### src/rtl/arb_merge_pkg.sv
// Shared types and defaults for the two-input 4-phase arbitrated merge.
// Optional source tag output is enabled with ARB_MERGE_SRC_TAG_EN.
package arb_merge_pkg;

    localparam int ARB_WIDTH = 33;
    localparam int ARB_FL    = 2;
    localparam int ARB_BL    = 2;
    localparam int CNT_W     = 8;

    typedef enum logic [2:0] {
        IDLE,
        IN_ACK,
        IN_REL,
        FWD,
        OUT_REQ,
        OUT_REL,
        BACK
    } state_e;

    typedef enum logic {
        GNT_R1 = 1'b0,
        GNT_R2 = 1'b1
    } grant_e;

endpackage

### src/rtl/rr_arb2.sv
// Combinational two-way round-robin arbiter; gnt[0]=R1, gnt[1]=R2.
module rr_arb2
    import arb_merge_pkg::*;
(
    input  logic       req1,
    input  logic       req2,
    input  grant_e     last_grant,
    output logic [1:0] gnt
);

    always_comb begin
        gnt = 2'b00;
        unique case (1'b1)
            req1 && !req2: gnt = 2'b01;
            !req1 && req2: gnt = 2'b10;
            req1 && req2:
                gnt = (last_grant == GNT_R2) ? 2'b01 : 2'b10;
            default:       gnt = 2'b00;
        endcase
    end

endmodule

### src/rtl/arb_merge2_4p.sv
// Two-input arbitrated merge for 4-phase bundled-data channels.
// Define ARB_MERGE_SRC_TAG_EN to add the o_src source tag output.
module arb_merge2_4p
    import arb_merge_pkg::*;
#(
    parameter int WIDTH = ARB_WIDTH,
    parameter int FL    = ARB_FL,
    parameter int BL    = ARB_BL
) (
    input  logic             clk,
    input  logic             rst,
    input  logic             r1_req,
    input  logic [WIDTH-1:0] r1_data,
    output logic             r1_ack,
    input  logic             r2_req,
    input  logic [WIDTH-1:0] r2_data,
    output logic             r2_ack,
    output logic             o_req,
    output logic [WIDTH-1:0] o_data,
    input  logic             o_ack
`ifdef ARB_MERGE_SRC_TAG_EN
    ,
    output logic             o_src
`endif
);

    localparam logic [CNT_W-1:0] FL_C = CNT_W'(FL);
    localparam logic [CNT_W-1:0] BL_C = CNT_W'(BL);

    state_e           state;
    state_e           state_nxt;
    grant_e           last_grant;
    logic [CNT_W-1:0] cnt;
    logic [WIDTH-1:0] hold;
    logic [1:0]       gnt;
    logic             win_req;
    logic             load_out;

    rr_arb2 u_arb (
        .req1       (r1_req),
        .req2       (r2_req),
        .last_grant (last_grant),
        .gnt        (gnt)
    );

    // last_grant doubles as the identity of the token in flight
    assign win_req  = (last_grant == GNT_R1) ? r1_req : r2_req;
    assign load_out = (state_nxt == OUT_REQ) && (state != OUT_REQ);

    always_ff @(posedge clk or posedge rst) begin
        if (rst) state <= IDLE;
        else     state <= state_nxt;
    end

    always_comb begin
        state_nxt = state;
        unique case (state)
            IDLE:    if (|gnt) state_nxt = IN_ACK;
            IN_ACK:  if (!win_req) state_nxt = IN_REL;
            IN_REL:  state_nxt = (FL == 0) ? OUT_REQ : FWD;
            FWD:     if (cnt <= 1) state_nxt = OUT_REQ;
            OUT_REQ: if (o_ack) state_nxt = OUT_REL;
            OUT_REL:
                if (!o_ack) state_nxt = (BL == 0) ? IDLE : BACK;
            BACK:    if (cnt <= 1) state_nxt = IDLE;
            default: state_nxt = IDLE;
        endcase
    end

    always_comb begin
        r1_ack = (state == IN_ACK) && (last_grant == GNT_R1);
        r2_ack = (state == IN_ACK) && (last_grant == GNT_R2);
        o_req  = (state == OUT_REQ);
    end

    always_ff @(posedge clk or posedge rst) begin
        if (rst) begin
            last_grant <= GNT_R2;
            hold       <= '0;
            cnt        <= '0;
            o_data     <= '0;
        end else begin
            if (state == IDLE && |gnt) begin
                hold       <= gnt[0] ? r1_data : r2_data;
                last_grant <= gnt[0] ? GNT_R1 : GNT_R2;
            end
            unique case (state)
                IN_REL:      cnt <= FL_C;
                FWD, BACK:   if (cnt != 0) cnt <= cnt - 1'b1;
                OUT_REL:     if (!o_ack) cnt <= BL_C;
                default:     cnt <= cnt;
            endcase
            if (load_out) o_data <= hold;
        end
    end

`ifdef ARB_MERGE_SRC_TAG_EN
    always_ff @(posedge clk or posedge rst) begin
        if (rst)           o_src <= 1'b0;
        else if (load_out) o_src <= (last_grant == GNT_R2);
    end
`endif

endmodule

### config.mk
export PLATFORM = sky130hd
export DESIGN_NAME = arb_merge2_4p
export DESIGN_NICKNAME = d
export VERILOG_FILES = /design/src/rtl/arb_merge_pkg.sv /design/src/rtl/rr_arb2.sv /design/src/rtl/arb_merge2_4p.sv
export SDC_FILE = /design/constraint.sdc
export NUM_CORES = 1
export LEC_CHECK = 0
export ABC_AREA = 1
export BUFFER_PORTS_ARGS = -buffer_cell sky130_fd_sc_hd__clkbuf_2
export CAP_MARGIN = 30
export CORE_ASPECT_RATIO = 0.6
export CORE_MARGIN = 2
export CORE_UTILIZATION = 45
export CTS_BUF_LIST = sky130_fd_sc_hd__clkbuf_2
export CTS_CLUSTER_DIAMETER = 40
export CTS_CLUSTER_SIZE = 8
export DETAILED_ROUTE_END_ITERATION = 12
export PLACE_DENSITY = 0.7
export SYNTH_ARGS = -nofsm -noshare
export SYNTH_HDL_FRONTEND = slang
export SYNTH_SLANG_ARGS = --single-unit
### constraint.sdc
create_clock -name clk -period 4.8 [get_ports clk]
set_input_delay 0.24 -clock clk [delete_from_list [all_inputs] [get_ports clk]]
set_output_delay 0.24 -clock clk [all_outputs]
set_load 0.02 [all_outputs]
-- Yosys cells after proc, flatten, opt, wreduce, memory -nomap -nowiden
Index checks and enable logic that the tools add are counted.
- bits in latches: 0
- memories: 0
- bits in writable memories: 0
- flip-flop bits (word level): 78
- memory bits (read-only): 0
- equality and inequality tests: 10
- divide/modulo/power cells: 0
- multiply operators: 0
- reductions and logical operators: 15
- bitwise operators: 1
- add/sub/neg operators: 1
- multiplexer cells: 15
- shifts and indexed selects: 0
- magnitude comparators: 1
- operators with widths (kind ; count):
    $mux 33 ; 1
    $pmux 8 s3 ; 1
    $pmux 3 s7 ; 1
    $mux 3 ; 6
    $mux 8 ; 2
    $eq 3x3->1 const B ; 4
    $le 8x1->1 const B ; 1
    $reduce_bool 8->1 ; 1
    $sub 8x1->8 const B ; 1
    $logic_and 1x1->1 ; 7
    $eq 3x2->1 const B ; 2
    $pmux 2 s3 ; 1
    $ne 2x2->1 const B ; 2
    $reduce_or 2->1 ; 2
    $eq 3x1->1 const B ; 1
    $logic_not 3->1 ; 1
    $ne 3x3->1 const B ; 1
    $reduce_and 3->1 ; 1
    $reduce_bool 3->1 ; 1
    $logic_not 1->1 ; 2
    $mux 1 ; 2
    $mux 2 ; 1
    $not 1->1 ; 1

-- Longest topological paths before layout
Gate-level depths: netlist of run 1.
- depth after elaboration: 8
- gate-level depth with buffers: 10
- gate-level depth less buffers: 8

-- Cells and area by module
From an unflattened synthesis of run 1, not the netlist that was laid out.
- cell total of the unflattened synthesis: 512
- area total of the unflattened synthesis: 3927.5 µm²
- by module, submodules not included (module ; area each (µm²) ; instances ; cells an instance):
    arb_merge2_4p ; 3906.2 ; 1 ; 507
    rr_arb2 ; 21.3 ; 1 ; 5

-- Worst setup path after synthesis of run 1
OpenSTA, ideal clock, no wires.
- path kind: register to register
- start point: register cnt[0]
- end point: register o_data[4]
- setup time: 0.116 ns
- clock period less this slack: 1.576 ns
- buffers on the path: 2
- cell stages (with the launch flop): 10
- required time: 4.684 ns
- setup slack: 3.224 ns
- data arrival time: 1.460 ns
- cell sequence: dfrtp_1 > inv_1 > ha_1 > o21ai_2 > nor2_4 > nand2_4 > buf_6 > buf_8 > o21ai_2 > inv_1
- cells in the longest elaborated chain, start to end: 5
- elaborated cells on any way between the ends: 6
- those cells by class: 1 x order compare; 1 x eq/ne; 3 x mux; 1 x reduce/logical
- RTL lines (what ; line ; text):
    from (decl) ; arb_merge2_4p.sv:33 ; logic [CNT_W-1:0] cnt;
    from (signal assigned) ; arb_merge2_4p.sv:89 ; FWD, BACK: if (cnt != 0) cnt <= cnt - 1'b1;
    from (signal assigned) ; arb_merge2_4p.sv:91 ; default: cnt <= cnt;
    $le 8x1->1 (*) ; arb_merge2_4p.sv:61, arb_merge2_4p.sv:65 ;
    $mux 3, on equally long branches ; arb_merge2_4p.sv:65, arb_merge2_4p.sv:61 ;
    $pmux 3 s7 (*) ; arb_merge2_4p.sv:57 ; unique case (state)
    $eq 3x3->1 (*) ; arb_merge2_4p.sv:48 ; assign load_out = (state_nxt == OUT_REQ) && (state != OUT_REQ);
    $logic_and 1x1->1 (*) ; arb_merge2_4p.sv:48 ;
    to (signal assigned) ; arb_merge2_4p.sv:93 ; if (load_out) o_data <= hold;
    to (decl) ; arb_merge2_4p.sv:19 ; output logic [WIDTH-1:0] o_data,
Mark *: on every way between the ends. The rest lies on a longest branch, timed or not.
A chain may end at the register's enable or synchronous reset.

-- Worst setup path in the final report of run 1
- start point: register last_grant
- end point: register hold[24]
- cells in the longest elaborated chain, start to end: 4
- elaborated cells on any way between the ends: 5
- those cells by class: 3 x mux; 2 x reduce/logical
- RTL lines (what ; line ; text):
    from (decl) ; arb_merge2_4p.sv:32 ; grant_e last_grant;
    from (signal assigned) ; arb_merge2_4p.sv:85 ; last_grant <= gnt[0] ? GNT_R1 : GNT_R2;
    $mux 2 (*) ; rr_arb2.sv:17 ; gnt = (last_grant == GNT_R2) ? 2'b01 : 2'b10;
    $pmux 2 s3 (*) ; rr_arb2.sv:13 ; unique case (1'b1)
    $reduce_or 2->1 ; arb_merge2_4p.sv:83 ; if (state == IDLE && |gnt) begin
    $logic_and 1x1->1 ; arb_merge2_4p.sv:83 ;
    to (signal assigned) ; arb_merge2_4p.sv:84 ; hold <= gnt[0] ? r1_data : r2_data;
    to (decl) ; arb_merge2_4p.sv:34 ; logic [WIDTH-1:0] hold;
Marks and branches as above.

==> results of run 1 <==
metal layers:
layer  track usage, %  routed length [um]  share of wire [%]  vias to the layer above
met5                0                   0                  0                        -
met1            30.32                4572                 47                     1676
met2            37.30                4377                 45                      129
met3            6.811                 734                7.5                       12
li1                 -                   -                  -                     1846
met4            6.944                  99                1.0                        0
timing repair:
action | CTS | global route
hold endpoints to repair | 111 | 0
hold buffers | 67 | 0
endpoints found under the setup margin | 0 | 0
setup buffers | 0 | 0
area by class of cell:
cell class	instances	area, sq um
fillers	747	3183
flip-flops and latches	78	1953
multi-input cells	292	1425
repair buffers	178	1279
inverters	83	312.8
well taps	112	140.1
clock inverters	7	55.05
clock buffers	9	45.04
through the flow:
step,total power (uW),setup slack [ns],instances
floorplan,2211,2.567,478
global placement,2523,2.036,674
detailed placement,2592,2.153,675
CTS,3206,1.585,758
global route,3513,1.285,759
finish,3209,1.617,759
synth_stat cells (2+ instances only):
master | instances | area, sq um
sky130_fd_sc_hd__o21ai_2 | 6 | 52.55
sky130_fd_sc_hd__clkbuf_1 | 11 | 41.29
sky130_fd_sc_hd__nor3_1 | 2 | 10.01
sky130_fd_sc_hd__dfrtp_1 | 77 | 1927
sky130_fd_sc_hd__nor2_4 | 4 | 45.04
sky130_fd_sc_hd__buf_8 | 3 | 45.04
sky130_fd_sc_hd__ha_1 | 3 | 37.54
sky130_fd_sc_hd__o21ai_0 | 90 | 450.4
sky130_fd_sc_hd__nand4_1 | 3 | 18.77
sky130_fd_sc_hd__nor2_1 | 48 | 180.2
sky130_fd_sc_hd__buf_2 | 7 | 35.03
sky130_fd_sc_hd__buf_4 | 2 | 15.01
sky130_fd_sc_hd__inv_1 | 82 | 307.8
sky130_fd_sc_hd__o21ai_1 | 50 | 250.2
sky130_fd_sc_hd__nand3_1 | 13 | 65.06
sky130_fd_sc_hd__nand2_1 | 64 | 240.2
worst max path at each step:
| stage | end | startpoint | slack [ns] | cells past startpoint |
|---|---|---|---|---|
| finish | hold[24] | last_grant | 1.62 | 7 |
| global route | hold[25] | last_grant | 1.28 | 7 |
| CTS | hold[19] | last_grant | 1.59 | 7 |
| detailed placement | hold[19] | last_grant | 2.15 | 6 |
| global placement | hold[1] | last_grant | 2.04 | 5 |
| floorplan | cnt[0] | rst | 2.57 | 1 |
cell families (layout without fill, tap and decap cells):
group	count (synthesis)	after routing
compound gates	150	150
fa+ha+maj	3	3
buf+inv	108	277
flops	78	78
simple gates	139	139
worst min-delay path: stages:
cell and delay, ns:
sky130_fd_sc_hd__clkbuf_2 0.09, sky130_fd_sc_hd__o21ai_0 0.15, sky130_fd_sc_hd__o21ai_0 0.09
power by group:
part	switching [uW]	total (uW)	internal (uW)
clock	223	335	112
sequential	206	1180	978
combinational	971	1690	719
sequential cells by signal, indices dropped and copies added (netlist names):
| name | count |
|---|---|
| hold | 33 |
| o_data | 33 |
| cnt | 8 |
| state | 3 |
| last_grant | 1 |
==> impl_results.html, run 1 <==
<table>
<tr><th>Metric</th><th>Value</th></tr>
<tr><th colspan="2">Min path</th></tr>
<tr><td>Hold Path Sink</td><td>hold[29]</td></tr>
<tr><td>Path category of the worst min-delay check</td><td>input pin to register</td></tr>
<tr><td>Hold Path Cell Cnt</td><td>3</td></tr>
<tr><td>Hold Path Origin</td><td>r2_data[29]</td></tr>
<tr><th colspan="2">Place</th></tr>
<tr><td>Estimated wirelength of the detail-placed design</td><td>6077 um</td></tr>
<tr><td>Number of buffers added on ports</td><td>106</td></tr>
<tr><td>Dpl cell area</td><td>around 4400 sq um</td></tr>
<tr><td>Routability-driven placement congestion ratio</td><td>0.8197</td></tr>
<tr><th colspan="2">Cells and area</th></tr>
<tr><td>Most frequent cells in the layout</td><td>sky130_fd_sc_hd__clkbuf_2, sky130_fd_sc_hd__o21ai_0, sky130_fd_sc_hd__inv_1, sky130_fd_sc_hd__dfrtp_1, sky130_fd_sc_hd__dlygate4sd3_1</td></tr>
<tr><td>Share of layout cells above drive strength 1</td><td>21.79%</td></tr>
<tr><td>Antenna diode count</td><td>0</td></tr>
<tr><td>Most common cell after layout, fill and taps aside</td><td>sky130_fd_sc_hd__clkbuf_2</td></tr>
<tr><td>Nets</td><td>716</td></tr>
<tr><td>Cell area after layout</td><td>approximately 5200 sq um</td></tr>
<tr><td>Core Util, Final</td><td>roughly 62%</td></tr>
<tr><td>Area growth from synthesis to layout</td><td>35.59%</td></tr>
<tr><th colspan="2">Worst setup path</th></tr>
<tr><td>Required arrival time at the worst endpoint</td><td>5.24 ns</td></tr>
<tr><td>Critical Setup Path Class</td><td>register to register</td></tr>
<tr><td>Library cell contributing the largest single delay on the critical path</td><td>sky130_fd_sc_hd__clkinv_1</td></tr>
<tr><td>Data arrival time of the critical path</td><td>3.63 ns</td></tr>
<tr><td>Kind of end point of the critical path</td><td>register</td></tr>
<tr><td>Worst-case register-to-register setup slack</td><td>approximately 1.6 ns</td></tr>
<tr><td>Biggest cell delay along the critical path</td><td>0.64 ns</td></tr>
<tr><td>Crit path max fanout</td><td>34</td></tr>
<tr><td>Cell family with most CP delay</td><td>buffers and inverters</td></tr>
<tr><td>Startpoint kind of the worst setup timing path</td><td>register</td></tr>
<tr><td>Buffers plus inverters on the worst setup path</td><td>4</td></tr>
<tr><td>R2r startpoint</td><td>last_grant</td></tr>
<tr><td>Critical path cell sequence</td><td>inv_1, a21oi_4, clkinv_1, buf_16, nor2_1, o21ai_0, dlygate4sd3_1</td></tr>
<tr><td>Depth of the most critical reg-to-reg path</td><td>7</td></tr>
<tr><td>RR Endpoint</td><td>hold[24]</td></tr>
<tr><th colspan="2">Die</th></tr>
<tr><td>Die Ht</td><td>around 76 um</td></tr>
<tr><td>Core area</td><td>8393 sq um</td></tr>
<tr><td>Total Die Area</td><td>9318 sq um</td></tr>
<tr><td>Horizontal die dimension</td><td>123.3 um</td></tr>
<tr><td>Starting density of the core</td><td>45.78%</td></tr>
<tr><td>Floorplan row count</td><td>26</td></tr>
<tr><td>Io pins</td><td>around 110</td></tr>
<tr><th colspan="2">Synth</th></tr>
<tr><td>Mean cell area of the mapped netlist</td><td>8.039 sq um</td></tr>
<tr><td>Share of the synthesized area in compound gates (AO/OA/AOI/OAI)</td><td>20.51%</td></tr>
<tr><td>Top flip-flop cell by instance count after synthesis</td><td>sky130_fd_sc_hd__dfrtp_1</td></tr>
<tr><td>Fraction of synthesized cell area in xor and xnor cells</td><td>0%</td></tr>
<tr><td>Synth cell types</td><td>29</td></tr>
<tr><td>Async set or reset register ratio after synthesis</td><td>100.0%</td></tr>
<tr><td>Post-synthesis instance total</td><td>478</td></tr>
<tr><td>Syn_nets</td><td>552</td></tr>
<tr><td>Share of the yosys chip area belonging to registers</td><td>50.83%</td></tr>
<tr><td>Post-synthesis mux area share</td><td>0%</td></tr>
<tr><td>Count of state elements after synthesis</td><td>78</td></tr>
<tr><td>Number of flops mapped to enable cells by yosys</td><td>0</td></tr>
<tr><td>Post-synth design cell area</td><td>3842 sq um</td></tr>
<tr><td>Post-Synth Adder-Cell Area</td><td>less than 1%</td></tr>
<tr><td>Main combinational cell family by area after synthesis</td><td>compound AO/OA/AOI/OAI gates</td></tr>
<tr><td>Simple logic cell fraction of the synthesized area</td><td>15.60%</td></tr>
<tr><td>Total number of yosys warnings</td><td>0</td></tr>
<tr><th colspan="2">Routing</th></tr>
<tr><td>Violation count after the first detailed-route iteration</td><td>approximately 180</td></tr>
<tr><td>First drt pass iteration count</td><td>4</td></tr>
<tr><td>Number of vias in the routed layout</td><td>3663</td></tr>
<tr><td>Antenna violation net count after detailed routing</td><td>0</td></tr>
<tr><td>Final wirelength</td><td>9784 um</td></tr>
<tr><td>Post-DR wirelength/cell</td><td>12.89 um</td></tr>
<tr><td>Vias per cell</td><td>4.826</td></tr>
<tr><td>Remaining design rule violation count</td><td>0</td></tr>
<tr><th colspan="2">Global route</th></tr>
<tr><td>Overall routing resource usage</td><td>between 20 and 25%</td></tr>
<tr><td>Via count of the first global-routing pass</td><td>3510</td></tr>
<tr><td>Final global-route overflow total</td><td>0</td></tr>
<tr><td>Number of antenna violations at the first check in global routing</td><td>0</td></tr>
<tr><td>Maximum number of pins on one net before global-route repair</td><td>approximately 80</td></tr>
<tr><td>Global-route wire length before repair</td><td>16220 um</td></tr>
<tr><th colspan="2">Clock network</th></tr>
<tr><td>H-tree Lvls</td><td>3</td></tr>
<tr><td>Sinks on the clock net</td><td>between 70 and 80</td></tr>
<tr><td>Later-pin clock latency in the skew report</td><td>0.54 ns</td></tr>
<tr><td>Worst-case clock buffer depth</td><td>2</td></tr>
<tr><td>Clock tree from TritonCTS</td><td>done</td></tr>
<tr><td>Clk Tree Root Cell</td><td>sky130_fd_sc_hd__clkbuf_2</td></tr>
<tr><td>Number of CTS-inserted buffers</td><td>9</td></tr>
<tr><td>Total of cells resized after clock tree synthesis</td><td>0</td></tr>
<tr><td>Reg clk slew, reported paths</td><td>about 0.20 ns</td></tr>
<tr><th colspan="2">Timing</th></tr>
<tr><td>Setup repair after global routing missed its margin</td><td>no</td></tr>
<tr><td>Worst hold-check slack</td><td>approximately 0.046 ns</td></tr>
<tr><td>Rel. slew slack</td><td>48.91%</td></tr>
<tr><td>Number of hold violations in the final report</td><td>0</td></tr>
<tr><td>Sum of negative setup slack</td><td>0 ns</td></tr>
<tr><td>Max-slew violation total from the final report</td><td>0</td></tr>
<tr><td>Final worst path period share</td><td>between 60% and 70%</td></tr>
<tr><td>Post-route minimum period</td><td>between 3 and 4 ns</td></tr>
<tr><td>Max Clock Freq</td><td>around 310 MHz</td></tr>
<tr><td>Slew at the pin closest to its max-slew limit</td><td>0.7647 ns</td></tr>
<tr><td># setup viols final</td><td>0</td></tr>
<tr><td>Worst Clk Skew</td><td>0.01221 ns</td></tr>
<tr><th colspan="2">Power and ir drop</th></tr>
<tr><td>Largest vdd supply drop</td><td>~340 uV</td></tr>
<tr><td>Leakage power figure</td><td>~0.0028 uW</td></tr>
<tr><td>Power density over the cells</td><td>approximately 600 nW/um^2</td></tr>
<tr><th colspan="2">Outcome</th></tr>
<tr><td>Result of the run</td><td>completed</td></tr>
<tr><th colspan="2">Job</th></tr>
<tr><td>Max_cap viols</td><td>0</td></tr>
</table>
No activity file was read; power rests on OpenSTA's default activity.
==> inputs of run 2 (changes only) <==
--- a/config.mk
+++ b/config.mk
@@ -5,7 +5,7 @@
 export SDC_FILE = /design/constraint.sdc
 export NUM_CORES = 1
 export LEC_CHECK = 0
-export ABC_AREA = 1
+export ABC_AREA = 0
 export BUFFER_PORTS_ARGS = -buffer_cell sky130_fd_sc_hd__clkbuf_2
 export CAP_MARGIN = 30
 export CORE_ASPECT_RATIO = 0.6
@@ -15,7 +15,7 @@
 export CTS_CLUSTER_DIAMETER = 40
 export CTS_CLUSTER_SIZE = 8
 export DETAILED_ROUTE_END_ITERATION = 12
-export PLACE_DENSITY = 0.7
+export PLACE_DENSITY = 0.71
 export SYNTH_ARGS = -nofsm -noshare
 export SYNTH_HDL_FRONTEND = slang
 export SYNTH_SLANG_ARGS = --single-unit
==> constraint.sdc (replaced) <==
create_clock -name clk -period 2.94 [get_ports clk]
set_input_delay 0.147 -clock clk [delete_from_list [all_inputs] [get_ports clk]]
set_output_delay 0.147 -clock clk [all_outputs]
set_load 0.02 [all_outputs]
==> run 2 against run 1 <==
Compared with the run above:
- register-to-register slack worse by 1.0 ns
- first-iteration DRC count decreased by 9.2%
- combinational power is 84% lower
- critical path type unchanged
- largest cell class unchanged
==> impl_results.html, run 2 <==
<table>
<tr><th>Metric</th><th>Value</th></tr>
<tr><th colspan="2">Outcome</th></tr>
<tr><td>Result of the run</td><td>completed</td></tr>
<tr><th colspan="2">Power and ir drop</th></tr>
<tr><td>Total power consumption of the routed design</td><td>2069 uW (-36%)</td></tr>
<tr><td>Largest vdd supply drop</td><td>177.1 uV (-48%)</td></tr>
<tr><td>Power density over the cells</td><td>403.5 nW/um^2 (-34%)</td></tr>
<tr><td>Leakage power figure</td><td>0.002602 uW (-5.8%)</td></tr>
<tr><th colspan="2">Routing</th></tr>
<tr><td>Antenna violation net count after detailed routing</td><td>0 (unchanged)</td></tr>
<tr><td>Post-DR wirelength/cell</td><td>14.58 um (+13%)</td></tr>
<tr><td>Vias per cell</td><td>5.040 (+4.4%)</td></tr>
<tr><td>Final wirelength</td><td>8645 um (-12%)</td></tr>
<tr><td>Violation count after the first detailed-route iteration</td><td>167 (-9.2%)</td></tr>
<tr><td>Number of vias in the routed layout</td><td>2989 (-18%)</td></tr>
<tr><td>First drt pass iteration count</td><td>4 (unchanged)</td></tr>
<tr><td>Remaining design rule violation count</td><td>0 (unchanged)</td></tr>
<tr><th colspan="2">Global route</th></tr>
<tr><td>Maximum number of pins on one net before global-route repair</td><td>56 (-29%)</td></tr>
<tr><td>Overall routing resource usage</td><td>20.23% (-2.8 points)</td></tr>
<tr><td>Via count of the first global-routing pass</td><td>3037 (-13%)</td></tr>
<tr><td>Final global-route overflow total</td><td>0 (unchanged)</td></tr>
<tr><td>Number of antenna violations at the first check in global routing</td><td>0 (unchanged)</td></tr>
<tr><td>Global-route wire length before repair</td><td>14010 um (-14%)</td></tr>
<tr><th colspan="2">Worst setup path</th></tr>
<tr><td>Startpoint kind of the worst setup timing path</td><td>register</td></tr>
<tr><td>Critical Setup Path Class</td><td>register to register</td></tr>
<tr><td>Kind of end point of the critical path</td><td>register</td></tr>
<tr><td>Crit path max fanout</td><td>19 (-44%)</td></tr>
<tr><td>Required arrival time at the worst endpoint</td><td>3.34 ns (-1.90 ns)</td></tr>
<tr><td>Data arrival time of the critical path</td><td>2.72 ns (-0.91 ns)</td></tr>
<tr><th colspan="2">Synth</th></tr>
<tr><td>Leading cell type by number of instances after synthesis</td><td>sky130_fd_sc_hd__dfrtp_1</td></tr>
<tr><td>Mean cell area of the mapped netlist</td><td>12.02 sq um (+49%)</td></tr>
<tr><td>Async set or reset register ratio after synthesis</td><td>100.0% (unchanged)</td></tr>
<tr><td>Share of the yosys chip area belonging to registers</td><td>52.77% (+1.9 points)</td></tr>
<tr><td>Synth cell types</td><td>45 (+55%)</td></tr>
<tr><td>Library cell with the largest summed area after synthesis</td><td>sky130_fd_sc_hd__dfrtp_1</td></tr>
<tr><td>Top flip-flop cell by instance count after synthesis</td><td>sky130_fd_sc_hd__dfrtp_1</td></tr>
<tr><td>Syn_nets</td><td>382 (-31%)</td></tr>
<tr><td>Number of flops mapped to enable cells by yosys</td><td>0 (unchanged)</td></tr>
<tr><td>Biggest area contributors in the synthesized netlist</td><td>sky130_fd_sc_hd__dfrtp_1, sky130_fd_sc_hd__mux2_4, sky130_fd_sc_hd__mux2i_1, sky130_fd_sc_hd__a21oi_1, sky130_fd_sc_hd__nor2_1</td></tr>
<tr><td>Post-synthesis instance total</td><td>308 (-36%)</td></tr>
<tr><td>Post-synth design cell area</td><td>3701 sq um (-3.7%)</td></tr>
<tr><td>Area share of the largest cell type after synthesis</td><td>52.06% (+1.9 points)</td></tr>
<tr><td>Most frequent cells after synthesis</td><td>sky130_fd_sc_hd__dfrtp_1, sky130_fd_sc_hd__nor2_1, sky130_fd_sc_hd__a21oi_1, sky130_fd_sc_hd__mux2i_1, sky130_fd_sc_hd__mux2_4</td></tr>
<tr><td>Total number of yosys warnings</td><td>0 (unchanged)</td></tr>
<tr><td>Count of state elements after synthesis</td><td>78 (unchanged)</td></tr>
<tr><th colspan="2">Timing</th></tr>
<tr><td>Rel. slew slack</td><td>37.85% (-11 points)</td></tr>
<tr><td>Slew at the pin closest to its max-slew limit</td><td>0.9312 ns (+0.1664 ns)</td></tr>
<tr><td>Number of hold violations in the final report</td><td>0 (unchanged)</td></tr>
<tr><td>Max Clock Freq</td><td>429.8 MHz (+37%)</td></tr>
<tr><td>Max-slew violation total from the final report</td><td>0 (unchanged)</td></tr>
<tr><td>Sum of negative setup slack</td><td>0 ns (unchanged)</td></tr>
<tr><td>Final worst path period share</td><td>79.14% (+13 points)</td></tr>
<tr><td># setup viols final</td><td>0 (unchanged)</td></tr>
<tr><td>Worst Clk Skew</td><td>0.02571 ns (+0.01351 ns)</td></tr>
<tr><td>Post-route minimum period</td><td>2.327 ns (-0.8566 ns)</td></tr>
<tr><td>Worst hold-check slack</td><td>0.08939 ns (+0.04352 ns)</td></tr>
<tr><td>Setup repair after global routing missed its margin</td><td>no</td></tr>
<tr><th colspan="2">Clock network</th></tr>
<tr><td>Later-pin clock latency in the skew report</td><td>0.52 ns (-0.02 ns)</td></tr>
<tr><td>Worst-case clock buffer depth</td><td>2 (unchanged)</td></tr>
<tr><td>Reg clk slew, reported paths</td><td>0.20 ns (about the same)</td></tr>
<tr><td>Total of cells resized after clock tree synthesis</td><td>0 (unchanged)</td></tr>
<tr><td>Number of CTS-inserted buffers</td><td>9 (unchanged)</td></tr>
<tr><td>Post-CTS setup-driven buffer insertion count</td><td>0 (unchanged)</td></tr>
<tr><td>Sinks on the clock net</td><td>78 (unchanged)</td></tr>
<tr><td>H-tree Lvls</td><td>3 (unchanged)</td></tr>
<tr><td>Clk Tree Root Cell</td><td>sky130_fd_sc_hd__clkbuf_2</td></tr>
<tr><td>Clock tree from TritonCTS</td><td>done</td></tr>
<tr><th colspan="2">Die</th></tr>
<tr><td>Horizontal die dimension</td><td>121.1 um (-1.8%)</td></tr>
<tr><td>Starting density of the core</td><td>46.77% (+0.99 points)</td></tr>
<tr><td>Die Ht</td><td>74.25 um (-1.8%)</td></tr>
<tr><td>Total Die Area</td><td>8990 sq um (-3.5%)</td></tr>
<tr><td>Floorplan row count</td><td>25 (-3.8%)</td></tr>
<tr><td>Core area</td><td>7914 sq um (-5.7%)</td></tr>
<tr><td>Io pins</td><td>107 (unchanged)</td></tr>
<tr><th colspan="2">Cells and area</th></tr>
<tr><td>Antenna diode count</td><td>0 (unchanged)</td></tr>
<tr><td>Largest registers</td><td>hold: 33 flops, o_data: 33 flops, cnt: 8 flops</td></tr>
<tr><td>Area growth from synthesis to layout</td><td>38.57%</td></tr>
<tr><td>Most frequent cells in the layout</td><td>sky130_fd_sc_hd__clkbuf_2, sky130_fd_sc_hd__dfrtp_1, sky130_fd_sc_hd__dlygate4sd3_1, sky130_fd_sc_hd__nor2_1, sky130_fd_sc_hd__a21oi_1</td></tr>
<tr><td>Share of layout cells above drive strength 1</td><td>34.64% (+13 points)</td></tr>
<tr><td>Most common cell after layout, fill and taps aside</td><td>sky130_fd_sc_hd__clkbuf_2</td></tr>
<tr><td>Core Util, Final</td><td>64.81% (+2.7 points)</td></tr>
<tr><td>Nets</td><td>555 (-22%)</td></tr>
<tr><th colspan="2">Job</th></tr>
<tr><td>Max_cap viols</td><td>0 (unchanged)</td></tr>
<tr><th colspan="2">Place</th></tr>
<tr><td>Estimated wirelength of the detail-placed design</td><td>5497 um (-9.5%)</td></tr>
<tr><td>Routability-driven placement congestion ratio</td><td>0.7830 (-4.5%)</td></tr>
<tr><td>Number of buffers added on ports</td><td>106 (unchanged)</td></tr>
<tr><th colspan="2">Min path</th></tr>
<tr><td>Path category of the worst min-delay check</td><td>input pin to register</td></tr>
</table>
[run 2: cell types whose count changed in the layout (fill, tap and decap cells not counted), moves of 9 or more]
| cell | delta |
|---|---|
| sky130_fd_sc_hd__a21oi_1 | +34 |
| sky130_fd_sc_hd__inv_1 | -76 |
| sky130_fd_sc_hd__mux2_4 | +29 |
| sky130_fd_sc_hd__mux2i_1 | +34 |
| sky130_fd_sc_hd__nand2_1 | -55 |
| sky130_fd_sc_hd__nand3_1 | -9 |
| sky130_fd_sc_hd__o21ai_0 | -84 |
| sky130_fd_sc_hd__o21ai_1 | -50 |
[run 2: per-layer routing]
layer  up-vias  global-route usage (%)  wire (um)
li1       1442                       -          -
met4         0                   6.460        134
met2        99                   34.58       4031
met5         -                       0          0
met3        14                   6.518        549
met1      1434                   24.89       3929
[run 2: per-stage QoR]
| stage | instances | cell area (sq um) | setup WS, ns |
|---|---|---|---|
| after floorplan | 308 | 3701 | 0.7996 |
| after detailed placement | 509 | 4307 | 0.7673 |
| after global placement | 509 | 4307 | 0.8544 |
| after CTS | 593 | 5129 | 0.6615 |
| after global routing | 593 | 5129 | 0.5489 |
| final | 593 | 5129 | 0.6132 |
[run 2: critical path, stage by stage (launching register included)]
cell and delay (ns):
sky130_fd_sc_hd__dfstp_2 0.44, sky130_fd_sc_hd__o21ai_4 0.59, sky130_fd_sc_hd__buf_12 0.27, sky130_fd_sc_hd__mux2i_1 0.23, sky130_fd_sc_hd__dlygate4sd3_1 0.59, sky130_fd_sc_hd__a21oi_1 0.07
[run 2: area by class of cell]
cell class	count	area [sq um]
clock buffer	9	45.04
clock inverter	6	86.33
fill	612	2785
inverter	6	23.77
multi-input combinational	205	1607
sequential	78	1953
tap	108	135.1
timing repair buffer	181	1279
[run 2: where the power goes]
part           internal [uW]  switching, uW  total, uW
Clock                    277            373        650
Combinational            167            109        276
Sequential              1120           25.2       1140
[run 2: kinds of logic after synthesis]
family	count (synthesis)	synth area share, %
XOR/XNOR	1	0.2367
AND/OR/NAND/NOR	76	10.28
buffers and inverters	25	4.327
adder cells (fa/ha/maj)	4	1.285
flip-flops	78	52.77
AO/OA/AOI/OAI	57	8.926
multiplexers	67	22.18
[run 2: worst paths after layout]
check	startpoint	to	slack, ns	depth (start not counted)
min in group asynchronous	rst	o_data[26]	0.30	3
min	r2_req	state[0]	0.09	4
max	last_grant	hold[17]	0.61	5
max in group asynchronous	rst	o_data[16]	1.79	4
max reg2reg	last_grant	hold[17]	0.61	5
min reg2reg	hold[20]	o_data[20]	0.51	1
[run 2: timing repair]
item | in CTS | in global routing
setup endpoints to repair | 0 | 0
hold buffers | 69 | 0
hold endpoints to repair | 88 | 0
